`src/rtl/alu_issue_queue.sv`:
```
// Issue queue in front of ALU_DESIGN: buffers requests in a circular FIFO and
// drives the ALU pins at one op per cycle, with idle gap cycles after multiplies.
module alu_issue_queue #(
  parameter int WIDTH     = 8,
  parameter int CMD_WIDTH = 4,
  parameter int DEPTH     = 4,
  parameter int MUL_GAP   = 2
) (
  input  logic                         CLK,
  input  logic                         RST,
  input  logic                         IN_VALID,
  output logic                         IN_READY,
  input  logic [WIDTH-1:0]             IN_OPA,
  input  logic [WIDTH-1:0]             IN_OPB,
  input  logic [CMD_WIDTH-1:0]         IN_CMD,
  input  logic                         IN_MODE,
  input  logic                         IN_CIN,
  input  logic [1:0]                   IN_INP_VALID,
  input  logic                         HOLD,
  input  logic                         FLUSH,
  output logic [WIDTH-1:0]             OPA,
  output logic [WIDTH-1:0]             OPB,
  output logic [CMD_WIDTH-1:0]         CMD,
  output logic                         MODE,
  output logic                         CIN,
  output logic [1:0]                   INP_VALID,
  output logic                         CE,
  output logic                         ISSUE,
  output logic [3:0]                   ISSUE_TAG,
  output logic [$clog2(DEPTH+1)-1:0]   COUNT
);
  localparam int PW = $clog2(DEPTH);
  localparam int CW = $clog2(DEPTH+1);
  localparam int GW = $clog2(MUL_GAP+2);
  localparam int EW = 2*WIDTH + CMD_WIDTH + 4;

  typedef enum logic [1:0] {IDLE, RUN, GAP} state_t;

  logic [EW-1:0]        mem_q [DEPTH];
  logic [PW-1:0]        wptr_q, wptr_d, rptr_q, rptr_d;
  logic [CW-1:0]        count_q, count_d;
  logic [GW-1:0]        gap_q, gap_d;
  state_t               state_q, state_d;
  logic [WIDTH-1:0]     opa_q, opb_q;
  logic [CMD_WIDTH-1:0] cmd_q;
  logic                 mode_q, cin_q, ce_q, issue_q;
  logic [1:0]           iv_q;
  logic [3:0]           tag_q;

  logic                 push, pop, h_mul;
  logic [WIDTH-1:0]     h_opa, h_opb;
  logic [CMD_WIDTH-1:0] h_cmd;
  logic                 h_mode, h_cin;
  logic [1:0]           h_iv;

  assign IN_READY = RST && !FLUSH && (count_q < CW'(DEPTH));
  assign push     = IN_VALID && IN_READY;
  // GAP state is held exactly while the gap counter is non-zero
  assign pop      = (count_q != '0) && !HOLD && !FLUSH && (state_q != GAP);
  assign {h_opa, h_opb, h_cmd, h_mode, h_cin, h_iv} = mem_q[rptr_q];
  assign h_mul    = h_mode && ((h_cmd == CMD_WIDTH'(9)) || (h_cmd == CMD_WIDTH'(10)));

  always_comb begin
    wptr_d  = wptr_q;
    rptr_d  = rptr_q;
    count_d = count_q;
    gap_d   = gap_q;
    if (FLUSH) begin
      wptr_d  = '0;
      rptr_d  = '0;
      count_d = '0;
      gap_d   = '0;
    end else begin
      if (push) wptr_d = wptr_q + 1'b1;
      if (pop)  rptr_d = rptr_q + 1'b1;
      if (push && !pop)      count_d = count_q + 1'b1;
      else if (pop && !push) count_d = count_q - 1'b1;
      if (pop && h_mul)                gap_d = GW'(MUL_GAP);
      else if ((gap_q != '0) && !HOLD) gap_d = gap_q - 1'b1;
    end
    if (gap_d != '0)                   state_d = GAP;
    else if ((count_d != '0) && !HOLD) state_d = RUN;
    else                               state_d = IDLE;
  end

  // Payload storage carries no reset; only valid entries are ever read
  always_ff @(posedge CLK) begin
    if (push) mem_q[wptr_q] <= {IN_OPA, IN_OPB, IN_CMD, IN_MODE, IN_CIN, IN_INP_VALID};
  end

  always_ff @(posedge CLK or negedge RST) begin
    if (!RST) begin
      wptr_q  <= '0;
      rptr_q  <= '0;
      count_q <= '0;
      gap_q   <= '0;
      state_q <= IDLE;
      opa_q   <= '0;
      opb_q   <= '0;
      cmd_q   <= '0;
      mode_q  <= 1'b0;
      cin_q   <= 1'b0;
      iv_q    <= 2'b00;
      issue_q <= 1'b0;
      ce_q    <= 1'b0;
      tag_q   <= 4'hF;
    end else begin
      wptr_q  <= wptr_d;
      rptr_q  <= rptr_d;
      count_q <= count_d;
      gap_q   <= gap_d;
      state_q <= state_d;
      ce_q    <= !HOLD;
      issue_q <= pop;
      if (pop) begin
        opa_q  <= h_opa;
        opb_q  <= h_opb;
        cmd_q  <= h_cmd;
        mode_q <= h_mode;
        cin_q  <= h_cin;
        iv_q   <= h_iv;
        tag_q  <= tag_q + 1'b1;
      end else begin
        iv_q   <= 2'b00;
      end
    end
  end

  assign OPA       = opa_q;
  assign OPB       = opb_q;
  assign CMD       = cmd_q;
  assign MODE      = mode_q;
  assign CIN       = cin_q;
  assign INP_VALID = iv_q;
  assign CE        = ce_q;
  assign ISSUE     = issue_q;
  assign ISSUE_TAG = tag_q;
  assign COUNT     = count_q;

endmodule

```
`config.mk`:
```
export PLATFORM = sky130hd
export DESIGN_NAME = alu_issue_queue
export DESIGN_NICKNAME = d
export VERILOG_FILES = /design/src/rtl/alu_issue_queue.sv
export SDC_FILE = /design/constraint.sdc
export NUM_CORES = 1
export LEC_CHECK = 0
export CORE_MARGIN = 5
export CORE_UTILIZATION = 35
export CTS_BUF_LIST = sky130_fd_sc_hd__clkbuf_4 sky130_fd_sc_hd__clkbuf_8
export DETAILED_ROUTE_END_ITERATION = 10
export PLACE_DENSITY_LB_ADDON = 0.2
export SETUP_SLACK_MARGIN = 0.3
export SKIP_CTS_REPAIR_TIMING = 1
export SLEW_MARGIN = 25
export SYNTH_ARGS = -nofsm -noshare
export SYNTH_HDL_FRONTEND = slang
export SYNTH_SLANG_ARGS = --single-unit
```
`constraint.sdc`:
```
create_clock -name CLK -period 3.08 [get_ports CLK]
set_input_delay 0.616 -clock CLK [delete_from_list [all_inputs] [get_ports CLK]]
set_output_delay 0.616 -clock CLK [all_outputs]
set_load 0.01 [all_outputs]
```
# After elaboration in Yosys (flattened, before gate mapping)

Memories as Yosys holds them, arrays and structs flattened.
Cells that the tools add are included.

Bitwise operators: 0
Order comparisons: 1
Add/subtract/negate cells: 6
Shift-type cells: 0
Muxes and demuxes: 15
Reduce and logical (&&, ||, !) cells: 23
Multipliers: 0
Equal/unequal tests: 3
Div/mod/pow operators: 0

Operators by type and width:

| operator                                           | count |
|---|---|
| 2-to-1 mux 2 bit                                   | 9 |
| logical AND 1 bit                                  | 12 |
| 2-to-1 mux 3 bit                                   | 3 |
| == test 4 bit (second input constant)              | 2 |
| nonzero test 2 bit                                 | 4 |
| nonzero test 3 bit                                 | 2 |
| adder 2 x 1 -> 2 bit (second input constant)       | 2 |
| adder 4 x 1 -> 4 bit (second input constant)       | 1 |
| zero test 1 bit                                    | 4 |
| adder 3 x 1 -> 3 bit (second input constant)       | 1 |
| less-than comparator 3 bit (second input constant) | 1 |
| 2-to-1 mux 1 bit                                   | 3 |
| subtractor 3 x 1 -> 3 bit (second input constant)  | 1 |
| != test 2 bit (second input constant)              | 1 |
| subtractor 2 x 1 -> 2 bit (second input constant)  | 1 |
| logical OR 1 bit                                   | 1 |

Output and inout port bits: 34
ROM bits: 0
Input bits: 29
Bits in latches: 0
Memories kept: 1
Word-level logic and storage cells: 63
Memory bits (writable): 96
Flip-flop bits (word level): 41

Memories:

| memory | depth | width | read ports | clocked after memory_dff | write ports | line | RTL |
|---|---|---|---|---|---|---|---|
| mem_q  | 4     | 24    | 1          | 0                        | 1           | 39   | `logic [EW-1:0] mem_q [DEPTH];` |

# Longest topological paths before layout

Gate-level depths: netlist (run 1).

Depth after elaboration: 13
Gate-level depth with buffers: 9
Mapped depth without buffers: 8

# Least setup slack after synthesis (run 1)

Ideal clock, no wire load.

Path kind: in2reg
Start point: in FLUSH
End point: mem mem_q[0][0] (netlist bit), enable pin
Data required time: 2697 ps
Slack: 980 ps
Cell stages on the path: 3
Arrival time: 1717 ps
Library setup time: 383 ps
Buffers on the path: 1
Cell sequence: and4bb_2 > buf_2 > and2_1

Longest elaborated chain between the ends: 6

RTL lines:

| what                                   | line | RTL |
|---|---|---|
| start: declaration                     | 20   | `input logic FLUSH,` |
| zero test 1 bit                        | 56   | `assign IN_READY = RST && !FLUSH && (count_q < CW'(DEPTH));` |
| logical AND 1 bit (2 in a row)         | 56   |  |
| logical AND 1 bit                      | 57   | `assign push = IN_VALID && IN_READY;` |
| 2-to-1 mux 1 bit                       | 88   | `if (push) mem_q[wptr_q] <= {IN_OPA, IN_OPB, IN_CMD, IN_MODE, IN_CIN, IN_INP_VALID};` |
| 2-to-1 mux 1 bit (not written as such) | 88   |  |
| end: declaration                       | 39   |  |

Every way passes these cells.

# Worst setup path in the final report (run 1)

Start point: in FLUSH
End point: out IN_READY

Longest elaborated chain between the ends: 3

RTL lines:

| what                           | line | RTL |
|---|---|---|
| zero test 1 bit                | 56   |  |
| logical AND 1 bit (2 in a row) | 56   |  |
| end: declaration               | 12   | `output logic IN_READY,` |

Every way passes these cells.

==> run metrics, run 1 <==
met3 Use GR=4.12%; Final Max Slew Viols=0; Slew Limit Headroom=50.0%; met2 usage=19.8%; Synth Area in Compound Gates=1.74%; initial antenna violation count=0; clock sinks=137; Non-Filler Instances=603; Post-synth EDFFs=96; # setup viols final=0; Top Family by Delay on Critical Path=buffers and inverters; Avg Cell Area, Syn=16.6 µm²; most used cell, CP=clkdlybuf4s50_1; CTS tree=built; Core Region=15,000 µm²; Static Leakage=2.46 nW; vias in the first global route=3,097; share of layout cells above drive strength 1=20.2%; Post-synth top cells=edfxtp_1, nand2_1, dfrtp_1; count leader, synth=edfxtp_1; top cells by area, synth=edfxtp_1, dfrtp_1, mux4_2, nand2_1, ha_1; CP arrival=1.83 ns; sequential share of the synthesized area=73.6%; maximum clock frequency=409 MHz; cts bufs inserted=17; placed instance count=571; post-synthesis mux area share=10.4%; Placer Congestion=0.756; DRT iter0 DRCs=127; Max H-tree Level=4; Initial Util=35.4%; Slowest Stage Delay on Critical Path=0.56 ns; post-synthesis async set-or-reset flop share=29.9%; Final Cycle Share=79.5%; Post-DRT Antenna Nets=0; gr busiest metal=met2; post-synth top area cell=edfxtp_1; #FFs+latches synth=137; post-synth top area share=54.2%; crit path max fanout=3; Global Route Usage Sum=12.7%; synth-to-layout area growth=23.8%; main combinational cell family by area after synthesis=multiplexers; Hold Vio Cnt, Final=0; Clock Tree Buf Depth=2; post-synthesis adder-cell area fraction=2.12%; ys flop type=edfxtp_1; crit start category=input port; Max-Cap Viols=0; first-pass GRT wire length=16,900 µm; CTS Root Cell=clkbuf_8; GR met1 Demand/Resource=16.7%; Die ar.=17,800 µm²; CTS clk-pin slew, worst paths=0.07 ns; drt pass-1 iters=4; fin nets=440; Slowest-stage cell, CP=clkdlybuf4s50_1; Peak VDD IR=309 µV; Ports=63; xor and xnor area share after synthesis=1.48%; Slew @ Worst Pin=0.751 ns; Crit Path Category=in -> out; Cell variety after synth=36; drt drc=0; GRT overflow=0; Worst-Skew Late Latency=0.43 ns; chip width=133 µm; outcome=completed; worst min path class=in -> async; Worst setup EP type=primary output; routed length per instance=17.2 µm; Diodes inserted=0; synth warn=0; pin count of the biggest net entering global routing=25; DIE HEIGHT=133 µm; Row Count=45; drt via density=4.73; DPL Wire Length=6580 µm; crit-path cells=clkdlybuf4s50_1, nor3b_1, clkdlybuf4s50_1; DRT Wirelength=10,400 µm; Synth Area in Simple Gates=8.80%; Syn Inst Count=320; syn nets=358; setup_tns=0 ns; RSZ-0062 raised after global routing=false; crit path time final=2.45 ns; CP bufs+invs=2; Pwr Density=736 nW/µm²; Layout fillers=1,331; clk_skew=0.00941 ns; PortBufs=62; via count=2,850; mapped cell area=5320 µm²; Worst EP required=2.46 ns
==> metal layers <==
layer | part of all wire [%] | routed length, µm
met1 | 47 | 4840
met2 | 48 | 4970
met3 | 3.9 | 404
met4 | 1.6 | 164
met5 | 0 | 0
==> power breakdown <==
| group | switching, W | leakage (nW) | internal (W) |
|---|---|---|---|
| sequential | 0.000152 | 1.39 | 0.00221 |
| clock | 0.000612 | 0.202 | 0.000724 |
| combinational | 0.000518 | 0.868 | 0.000632 |
==> final timing paths <==
| check | from | to | slack [ns] | cells past startpoint |
|---|---|---|---|---|
| min reg2reg | ISSUE_TAG[1] | ISSUE_TAG[1] | 0.48 | 2 |
| max | FLUSH | IN_READY | 0.63 | 3 |
| min | RST | state_q[1] | 0.19 | 2 |
| min in group CLK | ISSUE_TAG[1] | ISSUE_TAG[1] | 0.48 | 2 |
| max reg2reg | rptr_q[0] | state_q[0] | 1.06 | 5 |
| max in group asynchronous | RST | ISSUE_TAG[2] | 2.60 | 2 |
==> worst reg2reg max path, cell delays in order (launching register included) <==
cell	delay, ns
dfrtp_2	0.54
buf_4	0.44
mux4_2	0.61
nand4b_2	0.16
nand3_2	0.10
a21oi_2	0.11
==> stage by stage <==
| stage | area, µm² | utilization, % | hold slack, ns | total power [W] | worst slack, ns |
|---|---|---|---|---|---|
| CTS | 6590 | 43.8 | 0.184 | 0.00494 | 0.627 |
| finish | 6590 | 43.8 | 0.194 | 0.00485 | 0.633 |
| detailed placement | 6210 | 41.3 | 0.462 | 0.00358 | 0.511 |
| global route | 6590 | 43.8 | 0.188 | 0.00514 | 0.542 |
| floorplan | 5320 | - | 0.320 | 0.00301 | 0.980 |
| global placement | 6210 | 41.3 | 0.460 | 0.00356 | 0.556 |
==> layout by cell type (no fill, tap or decap), types with 3 or more instances in the layout <==
master	n
dfstp_2	4
xnor2_1	7
buf_4	15
clkbuf_4	7
mux4_2	24
o21ai_0	5
dfrtp_1	36
clkdlybuf4s50_1	61
a21oi_1	3
ha_1	9
nand2_1	74
nor2_1	7
clkinv_2	3
edfxtp_1	96
clkbuf_8	22
and2_1	7
inv_1	8
==> sequential cells by signal (all words and copies together), names as in the netlist <==
| signal | count |
|---|---|
| MODE | 1 |
| rptr_q | 2 |
| wptr_q | 2 |
| gap_q | 2 |
| INP_VALID | 2 |
| OPA | 8 |
| state_q | 2 |
| CIN | 1 |
| COUNT | 3 |
| CE | 1 |
| mem_q | 96 |
| ISSUE_TAG | 4 |
| ISSUE | 1 |
| OPB | 8 |
| CMD | 4 |
==> area by class of cell <==
class / instances / area, µm² / share of cell area, %
sequential: 137 / 3920 / 59.5
multi-input combinational: 160 / 1300 / 19.8
timing repair buffer: 77 / 728 / 11.1
clock buffer: 29 / 355 / 5.40
tap: 188 / 235 / 3.57
inverter: 9 / 33.8 / 0.513
clock inverter: 3 / 15.0 / 0.228
==> kinds of logic (layout without fill, tap and decap cells) <==
group	Yosys count	count (layout)
xor gates and xnor gates	9	9
DFF	137	137
adders and majority gates	9	9
buffers and inverters	23	118
muxes	25	25
AOI/OAI and AO/OA	15	15
and+or+nand+nor	102	102
Note: power is estimated with default switching activity, not from simulation.
==> inputs of run 2 (changes only) <==
- clock period: 3.08 -> 2.5 ns (I/O delays scaled with it)
==> run 2 against run 1 <==
  * Non-clock buffer count up 4
  * Critical path depth is 2 lower
  * Worst setup slack lost 0.19 ns
  * Via count grew 0.74%
  * Sequential share of layout area decreased by 0.71 points
  * Utilization up 0.53 points
  * Design area is 1.2% higher
  * Global-route usage increased by 0.10 points
  * Power grew 26%
  * Register-to-register slack got worse by 0.45 ns
  * Critical endpoint is now ISSUE_TAG[0]
  * Largest cell class unchanged
  * Highest routed layer unchanged
==> run metrics, run 2 (synthesized netlist as in run 1, its figures left out) <==
crit-path cells=clkdlybuf4s50_1; Pwr Total=0.00613 W; Peak VDD IR=353 µV; setup_tns=0 ns; routed length per instance=17.0 µm; Slowest Stage Delay on Critical Path=0.57 ns; share of layout cells above drive strength 1=20.3%; synth-to-layout area growth=25.3%; # setup viols final=0; Crit Path Category=reg -> out; CP bufs+invs=1; crit path time final=2.06 ns; area of the multi-input gates=1300 µm²; DRT iter0 DRCs=92; Static Leakage=2.48 nW; crit start category=register; fin nets=444; outcome=completed; vias in the first global route=3,119; GRT overflow=0; PortBufs=62; DRT Wirelength=10,300 µm; Max H-tree Level=4; clk_skew=0.00833 ns; worst min path class=in -> async; clock sinks=137; Post-DRT Antenna Nets=0; placed instance count=575; CTS Root Cell=clkbuf_8; DIE HEIGHT=133 µm; commonest cells after routing, fill and taps aside=edfxtp_1, nand2_1, clkdlybuf4s50_1, dfrtp_1, mux4_2; Reg area=3920 µm²; Worst EP required=2.00 ns; first-pass GRT wire length=17,100 µm; initial antenna violation count=0; largest reg by FF count=mem_q; Final Max Slew Viols=0; Diodes inserted=0; Pwr Density=920 nW/µm²; Initial Util=35.4%; pin count of the biggest net entering global routing=25; Slew Limit Headroom=78.1%; Final Cycle Share=82.3%; Row Count=45; Clock Tree Buf Depth=2; Slew @ Worst Pin=0.328 ns; CTS clk-pin slew, worst paths=0.08 ns; chip width=133 µm; CTS tree=built; Layout fillers=1,331; Slowest-stage cell, CP=dfstp_2; Global Route Usage Sum=12.8%; cts bufs inserted=17; RSZ-0062 raised after global routing=false; via count=2,871; Die ar.=17,800 µm²; DPL Wire Length=6760 µm; Hold Vio Cnt, Final=0; drt via density=4.73; crit path max fanout=4; most common cell after layout, fill and taps aside=edfxtp_1; drt pass-1 iters=4; Top Family by Delay on Critical Path=flip-flops; Placer Congestion=0.743; maximum clock frequency=486 MHz; Worst setup EP type=primary output; drt drc=0; Worst-Skew Late Latency=0.44 ns; Ports=63; CP arrival=1.56 ns; max reg flops=96; Core Region=15,000 µm²; Max-Cap Viols=0; Non-Filler Instances=607
==> run 2: power breakdown <==
part           leakage [nW]  total, W  switching (W)  internal (W)
Sequential             1.39   0.00291       0.000182       0.00272
Clock                 0.186   0.00179       0.000830      0.000965
Combinational         0.909   0.00143       0.000642      0.000791
==> run 2: layout make-up <==
| type | instances | area share [%] |
|---|---|---|
| repair buffers | 81 | 11.8 |
| clock buffers | 17 | 3.51 |
| flip-flops and latches | 137 | 58.7 |
| inverters | 9 | 0.507 |
| clock inverters | 15 | 2.38 |
| multi-input cells | 160 | 19.5 |
| well taps | 188 | 3.53 |
==> run 2: worst paths after layout <==
path,startpoint,end,cells past startpoint,slack (ns)
setup / recovery,ISSUE_TAG[0],ISSUE_TAG[0],1,0.44
hold reg to reg,OPB[7],OPB[7],2,0.48
hold / removal,RST,COUNT[2],2,0.07
setup reg to reg,rptr_q[0],state_q[0],5,0.61
min in group CLK,OPB[7],OPB[7],2,0.48
max in group asynchronous,RST,rptr_q[0],2,2.12
==> run 2: routing by layer <==
| layer | share of wire (%) | GRT usage (%) | up-vias |
|---|---|---|---|
| met3 | 3.8 | 4.34 | 13 |
| li1 | - | - | 1346 |
| met5 | 0 | 0 | - |
| met2 | 49 | 20.7 | 52 |
| met4 | 1.5 | 4.80 | 0 |
| met1 | 45 | 16.1 | 1460 |
==> run 2: through the flow <==
step	hold WS, ns	util (%)	worst slack, ns	instance area [µm²]
floorplan	0.204	-	0.516	5320
global placement	0.462	41.7	0.223	6270
detailed placement	0.467	41.7	0.203	6270
CTS	0.0638	44.3	0.221	6660
global route	0.0755	44.3	0.381	6670
finish	0.0725	44.3	0.443	6670
